**src/rtl/intersection_pkg.sv**
```systemverilog
// intersection_pkg
//   Shared types and constants for the intersection phase scheduler.
//   - phase_t : signal phase encoding, also exported on the top-level phase port
//               (PH_WALK is reachable only when PED_WALK_EN is defined)
//   - LIGHT_* : per-approach signal head codes {green, yellow, red}
package intersection_pkg;

  typedef enum logic [1:0] {
    PH_GREEN   = 2'd0,
    PH_YELLOW  = 2'd1,
    PH_ALL_RED = 2'd2,
    PH_WALK    = 2'd3
  } phase_t;

  localparam logic [2:0] LIGHT_GREEN  = 3'b100;
  localparam logic [2:0] LIGHT_YELLOW = 3'b010;
  localparam logic [2:0] LIGHT_RED    = 3'b001;

endpackage

```
**src/rtl/rr_next_picker.sv**
```systemverilog
// rr_next_picker
//   Combinational round-robin search. Starting at cur+1 and wrapping modulo
//   N_APPR, returns the first index whose request bit is set; cur itself is
//   examined last.
//   Ports:
//     req      in  N_APPR  request vector
//     cur      in  IDX_W   current owner index
//     next_idx out IDX_W   winning index (cur when nothing is requested)
//     found    out 1       at least one request bit was set
module rr_next_picker
  import intersection_pkg::*;
#(
  parameter int N_APPR = 4,
  parameter int IDX_W  = $clog2(N_APPR)
) (
  input  logic [N_APPR-1:0] req,
  input  logic [IDX_W-1:0]  cur,
  output logic [IDX_W-1:0]  next_idx,
  output logic              found
);

  // Walk the distances from farthest to nearest so the nearest hit is the
  // last assignment and therefore the winner.
  always_comb begin
    next_idx = cur;
    found    = 1'b0;
    for (int k = N_APPR; k >= 1; k--) begin
      if (req[(int'(cur) + k) % N_APPR]) begin
        next_idx = IDX_W'((int'(cur) + k) % N_APPR);
        found    = 1'b1;
      end
    end
  end

endmodule

```
**src/rtl/intersection_phase_scheduler.sv**
```systemverilog
// intersection_phase_scheduler
//   Shares one intersection among N_APPR approaches. One approach owns
//   right-of-way; its green runs through yellow and all-red clearance, with
//   min-green, gap-out and max-out timing. The next owner is chosen
//   round-robin among latched/live car requests.
//   Optional build macro: PED_WALK_EN adds a pedestrian WALK phase
//   (ped_req input, walk output, WALK_T parameter).
//   Ports:
//     clk      in  1           clock
//     rst_n    in  1           asynchronous active-low reset
//     has_car  in  N_APPR      per-approach car-present level
//     ped_req  in  1           pedestrian request (PED_WALK_EN only)
//     light    out 3*N_APPR    per approach {green, yellow, red}, one-hot
//     owner    out clog2(N)    approach holding or last holding right-of-way
//     phase    out 2           current phase (phase_t), doubles as FSM state
//     walk     out 1           WALK phase active (PED_WALK_EN only)
//   Handshake: none; has_car and ped_req are levels sampled every posedge,
//   and a request is remembered in pending until its approach is served.
module intersection_phase_scheduler
  import intersection_pkg::*;
#(
  parameter int N_APPR    = 4,
  parameter int MIN_GREEN = 35,
  parameter int MAX_GREEN = 60,
  parameter int YELLOW_T  = 15,
  parameter int ALL_RED_T = 2,
  parameter int CNT_W     = 7
`ifdef PED_WALK_EN
  , parameter int WALK_T  = 20
`endif
) (
  input  logic                        clk,
  input  logic                        rst_n,
  input  logic [N_APPR-1:0]           has_car,
`ifdef PED_WALK_EN
  input  logic                        ped_req,
  output logic                        walk,
`endif
  output logic [3*N_APPR-1:0]         light,
  output logic [$clog2(N_APPR)-1:0]   owner,
  output logic [1:0]                  phase
);

  localparam int OW = $clog2(N_APPR);

  localparam logic [CNT_W-1:0] MIN_M1 = CNT_W'(MIN_GREEN - 1);
  localparam logic [CNT_W-1:0] MAX_M1 = CNT_W'(MAX_GREEN - 1);
  localparam logic [CNT_W-1:0] YEL_M1 = CNT_W'(YELLOW_T - 1);
  localparam logic [CNT_W-1:0] AR_M1  = CNT_W'(ALL_RED_T - 1);
`ifdef PED_WALK_EN
  localparam logic [CNT_W-1:0] WALK_M1 = CNT_W'(WALK_T - 1);
`endif

  phase_t             phase_q;
  logic [OW-1:0]      owner_q;
  logic [CNT_W-1:0]   count_q;
  logic [N_APPR-1:0]  pending_q;
`ifdef PED_WALK_EN
  logic               ped_pend_q;
`endif

  logic [N_APPR-1:0]  owner_mask;
  logic [N_APPR-1:0]  req_vec;
  logic [N_APPR-1:0]  pending_upd;
  logic [N_APPR-1:0]  grant_mask;
  logic               other_req;
  logic               green_done;
  logic [OW-1:0]      pick_idx;
  logic               pick_found;
  logic [OW-1:0]      new_owner;

  // Live cars count alongside latched ones so a request seen this cycle is
  // already eligible at the all-red exit.
  assign req_vec = pending_q | has_car;

  rr_next_picker #(
    .N_APPR (N_APPR),
    .IDX_W  (OW)
  ) u_picker (
    .req      (req_vec),
    .cur      (owner_q),
    .next_idx (pick_idx),
    .found    (pick_found)
  );

  assign new_owner = pick_found ? pick_idx : owner_q;

  always_comb begin
    owner_mask = '0;
    grant_mask = '0;
    for (int j = 0; j < N_APPR; j++) begin
      owner_mask[j] = (OW'(j) == owner_q);
      grant_mask[j] = (OW'(j) == new_owner);
    end
  end

  // The green owner's own car never latches: it is being served right now.
  always_comb begin
    pending_upd = pending_q | has_car;
    if (phase_q == PH_GREEN) begin
      pending_upd = pending_q | (has_car & ~owner_mask);
    end
  end

  always_comb begin
    other_req = |(req_vec & ~owner_mask);
`ifdef PED_WALK_EN
    other_req = other_req | ped_pend_q;
`endif
  end

  // Leave green once min-green is served and someone else waits, either
  // because the owner's traffic gapped out or max-green was reached.
  assign green_done = (count_q >= MIN_M1) && other_req &&
                      (!has_car[owner_q] || (count_q == MAX_M1));

  always_ff @(posedge clk or negedge rst_n) begin
    if (!rst_n) begin
      phase_q    <= PH_GREEN;
      owner_q    <= '0;
      count_q    <= '0;
      pending_q  <= '0;
`ifdef PED_WALK_EN
      ped_pend_q <= 1'b0;
`endif
    end else begin
      pending_q <= pending_upd;
`ifdef PED_WALK_EN
      ped_pend_q <= ped_pend_q | ped_req;
`endif
      case (phase_q)
        PH_GREEN: begin
          if (green_done) begin
            phase_q <= PH_YELLOW;
            count_q <= '0;
          end else if (count_q != MAX_M1) begin
            count_q <= count_q + CNT_W'(1);
          end
        end
        PH_YELLOW: begin
          if (count_q == YEL_M1) begin
            phase_q <= PH_ALL_RED;
            count_q <= '0;
          end else begin
            count_q <= count_q + CNT_W'(1);
          end
        end
        PH_ALL_RED: begin
          if (count_q == AR_M1) begin
            count_q <= '0;
`ifdef PED_WALK_EN
            if (ped_pend_q) begin
              phase_q    <= PH_WALK;
              ped_pend_q <= 1'b0;
            end else begin
              phase_q   <= PH_GREEN;
              owner_q   <= new_owner;
              pending_q <= pending_upd & ~grant_mask;
            end
`else
            phase_q   <= PH_GREEN;
            owner_q   <= new_owner;
            // The granted approach is being served, so its latch clears
            // even if its car is also present this cycle.
            pending_q <= pending_upd & ~grant_mask;
`endif
          end else begin
            count_q <= count_q + CNT_W'(1);
          end
        end
`ifdef PED_WALK_EN
        PH_WALK: begin
          if (count_q == WALK_M1) begin
            phase_q <= PH_ALL_RED;
            count_q <= '0;
          end else begin
            count_q <= count_q + CNT_W'(1);
          end
        end
`endif
        default: begin
          // Unreachable encoding: fall back to a safe clearance interval.
          phase_q <= PH_ALL_RED;
          count_q <= '0;
        end
      endcase
    end
  end

  always_comb begin
    light = '0;
    for (int i = 0; i < N_APPR; i++) begin
      if ((OW'(i) == owner_q) && (phase_q == PH_GREEN)) begin
        light[3*i +: 3] = LIGHT_GREEN;
      end else if ((OW'(i) == owner_q) && (phase_q == PH_YELLOW)) begin
        light[3*i +: 3] = LIGHT_YELLOW;
      end else begin
        light[3*i +: 3] = LIGHT_RED;
      end
    end
  end

  assign owner = owner_q;
  assign phase = phase_q;
`ifdef PED_WALK_EN
  assign walk  = (phase_q == PH_WALK);
`endif

endmodule
```
**config.mk**
```make
export PLATFORM = sky130hd
export DESIGN_NAME = intersection_phase_scheduler
export DESIGN_NICKNAME = d
export VERILOG_FILES = /design/src/rtl/intersection_pkg.sv /design/src/rtl/rr_next_picker.sv /design/src/rtl/intersection_phase_scheduler.sv
export SDC_FILE = /design/constraint.sdc
export NUM_CORES = 1
export LEC_CHECK = 0
export ABC_AREA = 1
export CAP_MARGIN = 20
export CORE_MARGIN = 2
export CORE_UTILIZATION = 45
export CTS_CLUSTER_DIAMETER = 30
export DETAILED_ROUTE_END_ITERATION = 8
export PLACE_DENSITY = 0.76
export SYNTH_ARGS = -nofsm -noshare
export SYNTH_HDL_FRONTEND = slang
export SYNTH_HIERARCHICAL = 1
export SYNTH_SLANG_ARGS = --single-unit
```
**constraint.sdc**
```tcl
create_clock -name clk -period 1.6 [get_ports clk]
set_input_delay 0.32 -clock clk [delete_from_list [all_inputs] [get_ports clk]]
set_output_delay 0.32 -clock clk [all_outputs]
set_load 0.01 [all_outputs]
```
==> run_results.csv, run 1 <==
group,metric,value,unit
outcome,outcome,"finished, violations left",
outcome,failed_checks,"design-rule violations, negative setup slack",
grt,antenna_violations_before_repair,0,
synth,post_synth_main_area_contributors,"sky130_fd_sc_hd__dfrtp_1 (27%), sky130_fd_sc_hd__nand2_1 (15%), sky130_fd_sc_hd__inv_1 (10%), sky130_fd_sc_hd__nand2_2 (6.8%), sky130_fd_sc_hd__nor2_1 (6.5%)",
grt,grt_pass1_wl,6530,µm
critical_path,worstSetupEndpointType,"flip-flop",
power,power.density_cell_area,300,nW/µm²
synth,post_synthesis_instance_area,1390,µm²
synth,synth_top_family_by_area,"simple AND/OR/NAND/NOR gates",
sta,max_freq,558,MHz
synth,yosysSeqAreaShare,0.271,
grt,grt_overflow,0,
clock_network,clock_pin_slew_reported_for_the_worst_setup_and_hold_paths_after_clock_tree_synthesis,100,ps
final_layout,nNetsFinal,304,
detailed_routing,routedWlPerCell,13.5,µm
clock_network,clock_sink_count,15,
synth,synth_async_sr_flop_share,1.00,
critical_path,worst-path-max-fanout,6,
placed_design,port-buffer-count,21,
final_layout,n_fill_cell,236,
critical_path,path_class,"flip-flop to flip-flop",
die,die-area,3540,µm²
sta,finalSetupViolCount,26,
critical_path,crit-reg2reg-capture,"count_q[0]$_DFFE_PN0P_",
synth,post_synth_most_frequent_cells,"sky130_fd_sc_hd__nand2_1 (55), sky130_fd_sc_hd__inv_1 (38), sky130_fd_sc_hd__nor2_1 (24)",
sta,setup_clock_skew_after_layout,7.82,ps
final_layout,area_used_by_multi_input_combinational_logic,932,µm²
placed_design,dpl_worst_slack,-633,ps
grt,vias_in_the_first_global_route,1519,
run,drv.max_cap_violation_count,0,
die,width_of_the_die,59.5,µm
sta,finalHoldViolations,0,
final_layout,register_area,378,µm²
critical_path,worst_r2r_path_depth,15,
detailed_routing,drc,2,
power,power.static_leakage,1.19,nW
placed_design,placed_cells,305,
sta,setup_repair_after_global_routing_missed_its_margin,"true",
critical_path,worst-r2r-setup-slack,-190,ps
synth,synth_adder_area_share,0.0271,
synth,syn-num-nets,230,
die,i_o_pin_count,22,
synth,yosys_register_bits,15,
sta,final.period_utilization,1.12,
final_layout,antenna_cells,0,
synth,synth-main-ff-cell,"sky130_fd_sc_hd__dfrtp_1",
synth,edff_count_synth,0,
synth,syn-instance-count,221,
clock_network,number_of_buffers_inserted_during_clock_tree_synthesis,3,
die,core_rows,20,
detailed_routing,ant_nets,0,
sta,worst_slew_pin_slew,292,ps
detailed_routing,via_count,1628,
synth,yosys-mux-area-fraction,0,
detailed_routing,dr.pass1.iters,7,
die,die_h,59.5,µm
critical_path,cp.arrival,1970,ps
synth,postSynthAreaPerCell,6.27,µm²
placed_design,place_hpwl,2740,µm
sta,final-max-slew-violation-count,0,
clock_network,cts_max_level,1,
final_layout,area_growth_syn_to_layout,54.5,%
detailed_routing,via_per_inst,4.98,
synth,post_synthesis_share_of_cell_area_spent_on_and_or_nand_and_nor_gates,0.438,
clock_network,root_buffer_cell,"sky130_fd_sc_hd__clkbuf_4",
power,vdd.ir_drop.worst,0.327,mV
synth,netlist.area_leader.share,0.271,
synth,yosys_warnings,6,
sta,worst_slack,-191,ps
synth,synth.distinct_cells,27,
synth,most_repeated_cell_in_the_gate_level_netlist_after_synthesis,"sky130_fd_sc_hd__nand2_1",
die,core-area,3000,µm²
clock_network,clkLatencyLatePin,280,ps
detailed_routing,drt_wl_total,4400,µm
die,effective_utilization_at_floorplan,0.462,
clock_network,clock_tree.buffer_depth,2,
clock_network,cts-hold-fix-buffers,0,
critical_path,r2r_start,"owner[1]$_DFFE_PN0P_",
synth,synth_xor_area_frac,0,
synth,synth_area_in_compound_gates,0.106,
critical_path,worstSetupStartpointType,"flip-flop",
grt,pin_count_of_the_biggest_net_entering_global_routing,16,
final_layout,layoutNonFillerInstCount,327,
grt,grt_util_all_layers,0.242,
clock_network,tritoncts_clock_tree,"done",
synth,synthDominantAreaCellType,"sky130_fd_sc_hd__dfrtp_1",
sta,timing.hold.ws,352,ps
sta,layout_min_cycle_time,1790,ps
worst_hold_path,hp-class,"primary input to asynchronous set/reset pin",
placed_design,gp_congestion,0.937,
sta,slew-limit-headroom,0.804,
final_layout,post_route_cells_drive_above_1_share,0.507,
detailed_routing,initialDrtViolationCount,78,
critical_path,cp.required,1780,ps
## layout make-up
type,instances,area share
clock buffer,4,0.0123
inverter,50,0.0946
multi-input combinational,154,0.435
sequential,15,0.176
tap,33,0.0193
timing repair buffer,71,0.262
## per-stage QoR
stage / TNS (ps) / power [mW] / utilization / cell area, µm²
floorplan: -102 / 0.396 / - / 1390
global placement: -4970 / 0.426 / 0.619 / 1860
detailed placement: -5220 / 0.426 / 0.619 / 1860
CTS: -1390 / 0.635 / 0.668 / 2000
global route: -5310 / 0.669 / 0.713 / 2140
finish: -3020 / 0.642 / 0.713 / 2140
## power by group
| group | internal [mW] | total (mW) | leakage [nW] | switching, mW |
|---|---|---|---|---|
| clock | 0.0965 | 0.223 | 0.0150 | 0.126 |
| sequential | 0.379 | 0.379 | 0.181 | 0.000000000000406 |
| combinational | 0.0172 | 0.0405 | 0.991 | 0.0233 |
| total | 0.492 | 0.642 | 1.19 | 0.150 |
## cells in the final DEF, fill, tap and decap left out, types with 2 or more instances in the layout
cell,netlist,routed
sky130_fd_sc_hd__dlygate4sd2_1,0,6
sky130_fd_sc_hd__nand2_4,3,7
sky130_fd_sc_hd__o21ai_1,6,7
sky130_fd_sc_hd__inv_1,38,26
sky130_fd_sc_hd__nand3_1,14,8
sky130_fd_sc_hd__nand4_1,2,2
sky130_fd_sc_hd__clkdlybuf4s15_1,0,2
sky130_fd_sc_hd__dfrtp_1,15,13
sky130_fd_sc_hd__nand2_2,15,22
sky130_fd_sc_hd__nor2_1,24,17
sky130_fd_sc_hd__dfrtp_2,0,2
sky130_fd_sc_hd__inv_4,0,3
sky130_fd_sc_hd__clkbuf_4,0,3
sky130_fd_sc_hd__nor2_4,1,5
sky130_fd_sc_hd__a21oi_2,0,2
sky130_fd_sc_hd__nor3_1,2,2
sky130_fd_sc_hd__nand3_2,0,6
sky130_fd_sc_hd__nand3_4,2,2
sky130_fd_sc_hd__buf_2,0,11
sky130_fd_sc_hd__a21oi_1,6,4
sky130_fd_sc_hd__buf_4,0,40
sky130_fd_sc_hd__nor2_2,7,10
sky130_fd_sc_hd__ha_1,3,3
sky130_fd_sc_hd__buf_6,2,11
sky130_fd_sc_hd__o21ai_0,8,4
sky130_fd_sc_hd__inv_2,9,19
sky130_fd_sc_hd__nand2_1,55,44
sky130_fd_sc_hd__o21ai_2,1,4
## metal layers
layer | up-vias | routed length (µm) | share of wire | track usage
li1 | 821 | - | - | -
met1 | 740 | 1810 | 0.41 | 0.317
met2 | 57 | 2240 | 0.51 | 0.405
met3 | 10 | 240 | 0.055 | 0.0328
met4 | 0 | 110 | 0.025 | 0.0889
met5 | - | 0 | 0 | 0
## worst max-delay path, stage by stage, from the launching register on
cell                      delay [ps]
sky130_fd_sc_hd__dfrtp_2         420
sky130_fd_sc_hd__buf_4           150
sky130_fd_sc_hd__buf_6           110
sky130_fd_sc_hd__buf_6           110
sky130_fd_sc_hd__buf_6           110
sky130_fd_sc_hd__nand2_4          60
sky130_fd_sc_hd__inv_4            30
sky130_fd_sc_hd__buf_6           110
sky130_fd_sc_hd__nor2_4           70
sky130_fd_sc_hd__nor2_2           40
sky130_fd_sc_hd__nand2_2          80
sky130_fd_sc_hd__nand3_4         120
sky130_fd_sc_hd__nand3_4         140
sky130_fd_sc_hd__inv_2            50
sky130_fd_sc_hd__nand2_1          50
sky130_fd_sc_hd__nand2_1          50
## flip-flops by register name, summed over array words and instances (netlist names)
signal and flops:
pending_q 4, count_q 7, owner 2, phase 2
## kinds of logic after synthesis
family | after synthesis
adders and majority gates | 3
DFF | 15
and+or+nand+nor | 125
buffers and inverters | 52
AOI/OAI and AO/OA | 26
## worst max-delay path by stage
stage,slack [ps],endpoint,cells after the start,startpoint
6_report,-190,count_q[0]$_DFFE_PN0P_,15,owner[1]$_DFFE_PN0P_
3_3_place_gp,-570,pending_q[1]$_DFF_PN0_,20,has_car[3]
5_1_grt,-330,pending_q[1]$_DFF_PN0_,17,owner[0]$_DFFE_PN0P_
3_5_place_dp,-630,pending_q[1]$_DFF_PN0_,20,has_car[3]
2_1_floorplan,-50,pending_q[3]$_DFF_PN0_,14,owner[0]$_DFFE_PN0P_
4_1_cts,-170,pending_q[1]$_DFF_PN0_,18,owner[1]$_DFFE_PN0P_
## timing repair
action                                  CTS  global route
setup buffers                            12             6
endpoints found under the setup margin   24            26
pin swaps                                21            14
cloned                                    0             0
resized for setup                        92            32
Note: power is estimated with default switching activity, not from simulation.
==> inputs of run 2 (changes only) <==
--- a/config.mk
+++ b/config.mk
@@ -11,8 +11,7 @@
 export CORE_UTILIZATION = 45
 export CTS_CLUSTER_DIAMETER = 30
 export DETAILED_ROUTE_END_ITERATION = 8
-export PLACE_DENSITY = 0.76
+export PLACE_DENSITY = 0.77
 export SYNTH_ARGS = -nofsm -noshare
 export SYNTH_HDL_FRONTEND = slang
-export SYNTH_HIERARCHICAL = 1
 export SYNTH_SLANG_ARGS = --single-unit
==> run_results.csv, run 2 <==
group,metric,value,unit
sta,finalHoldViolations,0,
placed_design,placement.cell_area,1650,µm²
synth,post_synthesis_instance_area,1260,µm²
detailed_routing,via_count,1429,
synth,netlist.area_leader.share,0.299,
sta,finalSetupViolCount,16,
final_layout,regMostFlops,"count_q",
sta,max_freq,598,MHz
detailed_routing,via_per_inst,5.29,
critical_path,path_class,"flip-flop to primary output",
die,core_rows,19,
critical_path,crit_chain,"buf_6 -> ha_4 -> inv_4 -> a21oi_2 -> inv_1 -> buf_2",
grt,grt_pass1_wl,5580,µm
power,power.density_cell_area,317,nW/µm²
synth,most_repeated_cell_in_the_gate_level_netlist_after_synthesis,"sky130_fd_sc_hd__nand2_1",
synth,synth-main-ff-cell,"sky130_fd_sc_hd__dfrtp_1",
sta,slew-limit-headroom,0.823,
grt,grt_overflow,0,
clock_network,clock_pin_slew_reported_for_the_worst_setup_and_hold_paths_after_clock_tree_synthesis,100,ps
clock_network,root_buffer_cell,"sky130_fd_sc_hd__clkbuf_4",
final_layout,area_growth_syn_to_layout,64.5,%
synth,edff_count_synth,0,
power,vdd.ir_drop.worst,0.382,mV
detailed_routing,drt_wl_total,4130,µm
final_layout,reg.largest.list,"count_q (7), pending_q (4)",
clock_network,clock_sink_count,15,
final_layout,nNetsFinal,254,
grt,antenna_violations_before_repair,0,
final_layout,max_ffs_per_register,7,
die,i_o_pin_count,22,
outcome,failed_checks,"negative setup slack",
die,width_of_the_die,56.8,µm
synth,synthDominantAreaCellType,"sky130_fd_sc_hd__dfrtp_1",
synth,post_synth_most_frequent_cells,"sky130_fd_sc_hd__nand2_1 (34), sky130_fd_sc_hd__nor2_1 (33), sky130_fd_sc_hd__inv_1 (25)",
synth,postSynthAreaPerCell,7.06,µm²
synth,synth_async_sr_flop_share,1.00,
clock_network,clkLatencyLatePin,300,ps
critical_path,worstSetupEndpointType,"primary output",
placed_design,port-buffer-count,21,
placed_design,dpl_worst_slack,-210,ps
grt,pin_count_of_the_biggest_net_entering_global_routing,16,
clock_network,tritoncts_clock_tree,"done",
final_layout,most_frequent_standard_cell_in_the_layout_excluding_fill_and_tap_cells,"sky130_fd_sc_hd__buf_4",
synth,yosys_warnings,0,
critical_path,max_incr_delay_on_cp,420,ps
placed_design,place_hpwl,2340,µm
detailed_routing,routedWlPerCell,15.3,µm
sta,worst_slack,-71.4,ps
die,core-area,2710,µm²
placed_design,gp_congestion,0.902,
sta,setup_clock_skew_after_layout,6.72,ps
critical_path,worst-path-max-fanout,5,
detailed_routing,dr.pass1.iters,4,
critical_path,cp_slowest_cell,"sky130_fd_sc_hd__dfrtp_2",
critical_path,cp.arrival,1350,ps
detailed_routing,initialDrtViolationCount,52,
critical_path,cp.required,1280,ps
detailed_routing,ant_nets,0,
sta,setup_repair_after_global_routing_missed_its_margin,"true",
final_layout,most-common-layout-cells,"sky130_fd_sc_hd__buf_4 (26), sky130_fd_sc_hd__nand2_1 (22), sky130_fd_sc_hd__nor2_1 (19), sky130_fd_sc_hd__inv_1 (16), sky130_fd_sc_hd__nand2_2 (16)",
sta,layout_min_cycle_time,1670,ps
outcome,outcome,"finished, violations left",
die,die_h,56.8,µm
worst_hold_path,hp-class,"primary input to asynchronous set/reset pin",
final_layout,post_route_cells_drive_above_1_share,0.552,
clock_network,clock_tree.buffer_depth,2,
run,drv.max_cap_violation_count,0,
synth,yosysSeqAreaShare,0.299,
clock_network,cts_max_level,1,
synth,post_synth_main_area_contributors,"sky130_fd_sc_hd__dfrtp_1 (30%), sky130_fd_sc_hd__nand2_1 (10%), sky130_fd_sc_hd__nor2_1 (9.9%), sky130_fd_sc_hd__ha_1 (8.0%), sky130_fd_sc_hd__inv_1 (7.5%)",
critical_path,worstSetupStartpointType,"flip-flop",
grt,vias_in_the_first_global_route,1306,
power,power.static_leakage,0.991,nW
sta,final.period_utilization,1.04,
synth,yosys_register_bits,15,
sta,final-max-slew-violation-count,0,
synth,syn-instance-count,178,
grt,grt_util_all_layers,0.220,
clock_network,number_of_buffers_inserted_during_clock_tree_synthesis,3,
sta,worst_slew_pin_slew,263,ps
clock_network,cts-hold-fix-buffers,0,
synth,syn-num-nets,192,
detailed_routing,drc,0,
final_layout,fin_area,2070,µm²
die,die-area,3230,µm²
synth,synth.distinct_cells,34,
final_layout,antenna_cells,0,
die,effective_utilization_at_floorplan,0.464,
## run 2: path summary, 6_finish.rpt
| check | cells after the start | slack (ps) | endpoint | from |
|---|---|---|---|---|
| worst max-delay path | 6 | -70 | light[3] | owner[0]$_DFFE_PN0P_ |
| worst min-delay path | 2 | 320 | phase[1]$_DFFE_PN0P_ | rst_n |
| worst max register to register | 11 | -50 | pending_q[2]$_DFF_PN0_ | owner[0]$_DFFE_PN0P_ |
| worst min register to register | 2 | 600 | pending_q[0]$_DFF_PN0_ | pending_q[0]$_DFF_PN0_ |
| max in group asynchronous | 2 | 1090 | owner[0]$_DFFE_PN0P_ | rst_n |
| min in group clk | 2 | 600 | pending_q[0]$_DFF_PN0_ | pending_q[0]$_DFF_PN0_ |
## run 2: timing repair
action,4_1_cts,5_1_grt
setup buffers,7,11
endpoints found under the hold margin,0,0
endpoints found under the setup margin,18,25
gates cloned,0,1
pin swaps,8,25
resized for setup,80,58
## run 2: kinds of logic after synthesis
kind of cell	count (synthesis)	share of synthesized area
flip-flops	15	0.299
adder cells (fa/ha/maj)	8	0.0797
buffers and inverters	34	0.112
XOR/XNOR	4	0.0279
AND/OR/NAND/NOR	101	0.407
AO/OA/AOI/OAI	16	0.0747
## run 2: stage by stage
| stage | total power, mW | cells | hold WS (ps) | TNS [ps] | util |
|---|---|---|---|---|---|
| after floorplan | 0.392 | 178 | 24.4 | 0 | - |
| after global placement | 0.423 | 248 | 506 | -2860 | 0.609 |
| after detailed placement | 0.423 | 248 | 514 | -3090 | 0.609 |
| after CTS | 0.646 | 259 | 338 | -88.8 | 0.650 |
| after global routing | 0.673 | 270 | 348 | -1740 | 0.763 |
| final | 0.656 | 270 | 319 | -511 | 0.763 |
## run 2: critical path, delay by kind of cell, from the launching register on
family          cells  cell delay (ps)
buf+inv             4              390
flops               1              420
compound gates      1               90
fa+ha+maj           1              160
## run 2: layer usage
metal  share of wire  vias up  track usage
li1                -      674            -
met1            0.40      688        0.280
met2            0.53       56        0.382
met3           0.044       11       0.0300
met4           0.023        0       0.0764
met5               0        -            0
## run 2: area by class of cell
class,count,area (µm²)
timing repair buffer,58,508
clock inverter,1,5.00
sequential,15,379
inverter,33,141
tap,31,38.8
clock buffer,3,22.5
multi-input combinational,129,972
fill,159,643
## run 2: where the power goes
part	internal (mW)	total, mW	switching [mW]
logic	0.0192	0.0390	0.0198
clock network	0.0934	0.238	0.145
registers	0.379	0.379	0.000000210
total	0.491	0.656	0.165
